## src/rtl/spi_pkg.sv

```systemverilog
// Shared constants for the SPI mode-0 master: state encoding, clock mode and default sizing.
package spi_pkg;

    localparam int DEFAULT_CLKDIV = 8;
    localparam int DEFAULT_WIDTH  = 8;

    // Mode 0: sclk idles low, data is captured on the leading (rising) edge.
    localparam logic SPI_CPOL = 1'b0;
    localparam logic SPI_CPHA = 1'b0;

    typedef logic [2:0] state_t;

    localparam state_t ST_IDLE  = 3'd0;
    localparam state_t ST_SETUP = 3'd1;
    localparam state_t ST_HIGH  = 3'd2;
    localparam state_t ST_LOW   = 3'd3;
    localparam state_t ST_HOLD  = 3'd4;
    localparam state_t ST_TAIL  = 3'd5;
    localparam state_t ST_GUARD = 3'd6;

endpackage

```

## src/rtl/spi_tick_gen.sv

```systemverilog
// Half-period timer: counts CLKDIV clk cycles per state visit and flags the final one.
module spi_tick_gen #(
    parameter int CLKDIV = 8
) (
    input  logic clk,
    input  logic reset,
    input  logic clear,
    output logic tick
);

    localparam int CW = (CLKDIV > 1) ? $clog2(CLKDIV) : 1;
    localparam logic [CW-1:0] TERMINAL = CW'(CLKDIV - 1);

    logic [CW-1:0] count;

    assign tick = (count == TERMINAL);

    // The tick wraps the counter so back-to-back state visits each get a full CLKDIV cycles.
    always_ff @(posedge clk) begin
        if (reset || clear || tick) begin
            count <= '0;
        end else begin
            count <= count + 1'b1;
        end
    end

endmodule

```

## src/rtl/spi_master.sv

```systemverilog
// Byte-oriented SPI mode-0 master with chip select held across bytes of a multi-byte transaction.
module spi_master
    import spi_pkg::*;
#(
    parameter int CLKDIV = DEFAULT_CLKDIV,
    parameter int WIDTH  = DEFAULT_WIDTH
) (
    input  logic             clk,
    input  logic             reset,
    input  logic             start,
    input  logic             last,
    input  logic [WIDTH-1:0] txData,
    output logic [WIDTH-1:0] rxData,
    output logic             busy,
    output logic             done,
    output logic             sclk,
    output logic             cs,
    output logic             mosi,
    input  logic             miso
);

    localparam int BW = (WIDTH > 1) ? $clog2(WIDTH) : 1;
    localparam logic [BW-1:0] FINAL_BIT = BW'(WIDTH - 1);
    localparam logic CAPTURE_LEADING = (SPI_CPHA == 1'b0);

    state_t           state;
    logic [WIDTH-1:0] tx_sh;
    logic [WIDTH-1:0] rx_sh;
    logic [WIDTH-1:0] tx_next;
    logic [WIDTH-1:0] rx_next;
    logic [BW-1:0]    bit_cnt;
    logic             last_r;
    logic             tick;
    logic             tick_clear;

    // The timer only runs while a timed phase is active; waiting states keep it parked at zero.
    assign tick_clear = (state == ST_IDLE) || (state == ST_HOLD);
    assign tx_next    = tx_sh << 1;
    assign rx_next    = (rx_sh << 1) | WIDTH'(miso);

    spi_tick_gen #(
        .CLKDIV(CLKDIV)
    ) u_tick (
        .clk  (clk),
        .reset(reset),
        .clear(tick_clear),
        .tick (tick)
    );

    // All pins are registered so sclk, cs and mosi change only on clk edges, glitch-free.
    always_ff @(posedge clk) begin
        if (reset) begin
            state   <= ST_IDLE;
            cs      <= 1'b1;
            sclk    <= SPI_CPOL;
            mosi    <= 1'b0;
            busy    <= 1'b0;
            done    <= 1'b0;
            rxData  <= '0;
            tx_sh   <= '0;
            rx_sh   <= '0;
            bit_cnt <= '0;
            last_r  <= 1'b0;
        end else begin
            done <= 1'b0;
            case (state)
                ST_IDLE, ST_HOLD: begin
                    if (start) begin
                        tx_sh   <= txData;
                        last_r  <= last;
                        mosi    <= txData[WIDTH-1];
                        cs      <= 1'b0;
                        busy    <= 1'b1;
                        bit_cnt <= '0;
                        state   <= ST_SETUP;
                    end
                end
                ST_SETUP, ST_LOW: begin
                    if (tick) begin
                        sclk  <= ~SPI_CPOL;
                        state <= ST_HIGH;
                        if (CAPTURE_LEADING) begin
                            rx_sh <= rx_next;
                        end
                    end
                end
                ST_HIGH: begin
                    if (tick) begin
                        sclk <= SPI_CPOL;
                        if (bit_cnt == FINAL_BIT) begin
                            rxData  <= rx_sh;
                            done    <= 1'b1;
                            bit_cnt <= '0;
                            if (last_r) begin
                                state <= ST_TAIL;
                            end else begin
                                busy  <= 1'b0;
                                state <= ST_HOLD;
                            end
                        end else begin
                            // Next bit goes out on the falling edge, a full half-period before it is sampled.
                            bit_cnt <= bit_cnt + 1'b1;
                            tx_sh   <= tx_next;
                            mosi    <= tx_next[WIDTH-1];
                            state   <= ST_LOW;
                        end
                    end
                end
                ST_TAIL: begin
                    if (tick) begin
                        cs    <= 1'b1;
                        state <= ST_GUARD;
                    end
                end
                ST_GUARD: begin
                    if (tick) begin
                        busy  <= 1'b0;
                        state <= ST_IDLE;
                    end
                end
                default: begin
                    cs    <= 1'b1;
                    sclk  <= SPI_CPOL;
                    busy  <= 1'b0;
                    state <= ST_IDLE;
                end
            endcase
        end
    end

endmodule

```

## config.mk

```make
export PLATFORM = sky130hd
export DESIGN_NAME = spi_master
export DESIGN_NICKNAME = d
export VERILOG_FILES = /design/src/rtl/spi_pkg.sv /design/src/rtl/spi_tick_gen.sv /design/src/rtl/spi_master.sv
export SDC_FILE = /design/constraint.sdc
export NUM_CORES = 1
export LEC_CHECK = 0
export ABC_AREA = 1
export CAP_MARGIN = 25
export CORE_MARGIN = 5
export CORE_UTILIZATION = 35
export CTS_BUF_LIST = sky130_fd_sc_hd__clkbuf_4 sky130_fd_sc_hd__clkbuf_8
export DETAILED_ROUTE_END_ITERATION = 10
export GPL_ROUTABILITY_DRIVEN = 0
export PLACE_DENSITY = 0.65
export RECOVER_POWER = 25
export SLEW_MARGIN = 20
export SYNTH_ARGS = -nofsm -noshare
export SYNTH_HDL_FRONTEND = slang
export SYNTH_SLANG_ARGS = --single-unit
```

## constraint.sdc

```tcl
create_clock -name clk -period 2.05 [get_ports clk]
set_clock_uncertainty 0.15 [all_clocks]
set_input_delay 0.3075 -clock clk [delete_from_list [all_inputs] [get_ports clk]]
set_output_delay 0.3075 -clock clk [all_outputs]
set_load 0.1 [all_outputs]
```

==> results.yml <==
die:
  io_pins: 26
  start_util: 0.366
  die_h_um: 80.8
  core.rowCount: 25
  fp.coreArea_um2: 4790
  die_x_um: 80.8
  die_area_um2: 6520
synth:
  synth_edf_count: 0
  synthTopCellsByCount: "nor2_1, dfxtp_1, nand2_1, inv_1"
  ys_top_cells_by_area: "dfxtp_1, nor2_1, nand2_1"
  syn_area_um2: 1750
  post-synth-top-count-cell: "nor2_1"
  yosysWarnings: 0
  synth_seq_area_share: 0.434
  ys_async_sr_fraction: 0
  yosys.area.top_type_share: 0.434
  avgSynthCellArea_um2: 7.24
  synth_cells: 242
  synth_ff_type: "dfxtp_1"
  ys_seq_elements: 38
  synthesis.nets: 260
  synth_top_cell_by_area: "dfxtp_1"
  ys_types: 23
global_route:
  grt_start_max_net_pins: 21
  grt-ovfl-total: 0
  first_global_vias: 1462
  antenna_found_initial: 0
  grt_first_pass_wirelength_um: 6420
  grt_usage: 0.126
critical_path:
  path_max_fanout: 17
  critPathLaunchType: "flip-flop"
  cp_top_family: "simple AND/OR/NAND/NOR gates"
  setup.worst_path.class: "reg2reg"
  critPathMaxStageDelay_ns: 0.42
  required_ns: 2.09
  crit_chain: "inv_2 -> nand3_4 -> o21ai_4 -> nand3_1 -> nand2_1 -> nor2_1"
  cp.arrival_ns: 1.77
  critPathBufInv: 1
  worst_path_max_delay_cell: "o21ai_4"
  endpoint_kind: "flip-flop"
timing:
  max_freq_ghz: 0.578
  fin_crit_sh: 0.845
  finalHoldViolations: 0
  tns_ns: 0
  setup_violations: 0
  worst_slew_pin_slew_ns: 0.544
  rsz0062_at_grt: "false"
  slew_headroom: 0.639
  slew_viol_final: 0
  fin_crit_ns: 1.73
clock_network:
  clk_latency_ns: 0.29
  htreeDepth: 2
  clk_pin_slew_ns: 0.07
  cts_hold_buf: 0
  clock_sinks: 38
  cts_buffers: 5
  clock_path_buffers: 2
  post_cts_buffers: 0
  root_buffer: "clkbuf_8"
  cts_tree: "yes"
  post_cts_resized: 0
drt:
  vias: 1572
  drc: 0
  routed_via_density: 4.64
  drtIter0Drc: 43
  wl_um: 3720
  wl_per_cell_um: 11.0
  ant_nets: 0
  drtPass1Iterations: 4
power_and_ir_drop:
  ir_drop_mv: 0.499
  leakage_nw: 0.946
  power_w: 0.00268
  power_density_nw_per_um2: 1260
placed_design:
  dp_hpwl_um: 2670
  dp.cells: 331
  port_buffers: 25
final_layout:
  n_antenna_cell: 0
  multiInputGateArea_um2: 832
  seqCellArea_um2: 761
  post-route-util: 0.443
  drive_above_1_share: 0.136
  final_cell_count_no_fill: 339
  fillers: 513
  area_delta_synth_final_pct: 21.0
  nets: 289
outcome:
  status: "complete, no violations"
flow_run:
  drv_cap: 0
hold_path:
  hold_class: "reg2reg"
==> sequential cells by signal (all words and copies together) (netlist names) <==
| name | count |
|---|---|
| busy | 1 |
| rxData | 8 |
| state | 3 |
| sclk | 1 |
| tx_sh | 7 |
| cs | 1 |
| u_tick.count | 3 |
| last_r | 1 |
| rx_sh | 8 |
| done | 1 |
| mosi | 1 |
| bit_cnt | 3 |
==> worst paths after layout <==
check	slack (ns)	endpoint	start	depth (start not counted)
setup / recovery	0.32	tx_sh[6]	state[2]	6
hold / removal	0.27	u_tick.count[0]	u_tick.count[0]	1
setup reg to reg	0.32	tx_sh[6]	state[2]	6
hold reg to reg	0.27	u_tick.count[0]	u_tick.count[0]	1
==> power by group <==
| group | internal, W | total, W | switching (W) |
|---|---|---|---|
| logic | 0.000341 | 0.00109 | 0.000746 |
| clock network | 0.000362 | 0.000633 | 0.000271 |
| registers | 0.000867 | 0.000960 | 0.0000926 |
| total | 0.00157 | 0.00268 | 0.00111 |
==> placed cells by master, fill, tap and decap left out <==
master,count
nand2_2,2
nand3_4,1
nand2_1,35
clkinvlp_4,2
o211ai_1,2
nor2_4,2
o21ai_4,1
nor3_1,2
buf_4,5
clkbuf_8,5
bufinv_16,1
a211oi_1,1
a21oi_1,24
nor2_2,2
ha_1,5
nor2_1,41
dfxtp_1,38
clkdlybuf4s50_1,12
nand3_1,24
clkbuf_2,12
inv_2,3
a31oi_1,1
o21ai_2,1
inv_1,27
o21ai_0,23
==> area by class of cell <==
class,count,share of cell area
Clock buffer,5,0.0324
Clock inverter,3,0.0212
Inverter,30,0.0531
Multi-Input combinational cell,167,0.392
Sequential cell,38,0.359
Tap cell,67,0.0395
Timing Repair Buffer,29,0.103
==> kinds of logic (layout without fill, tap and decap cells) <==
family / count (synthesis) / in the layout / share of synthesized area
compound gates: 53 / 53 / 0.165
fa+ha+maj: 5 / 5 / 0.0357
buf+inv: 37 / 67 / 0.0914
flops: 38 / 38 / 0.434
simple gates: 109 / 109 / 0.274
==> per-layer routing <==
layer	track usage	wire length, µm
met1	0.162	1860
met2	0.191	1590
met3	0.0466	216
met4	0.0524	57
met5	0	0
==> per-stage QoR <==
stage                     instance area, µm²  setup WS [ns]  hold slack (ns)
final                                   2120          0.319            0.273
after global placement                  2040          0.255            0.257
after CTS                               2150          0.320            0.276
after global routing                    2120          0.153            0.296
after floorplan                         1750          0.469            0.227
after detailed placement                2040          0.239            0.266
(Power assumes the default switching activity.)
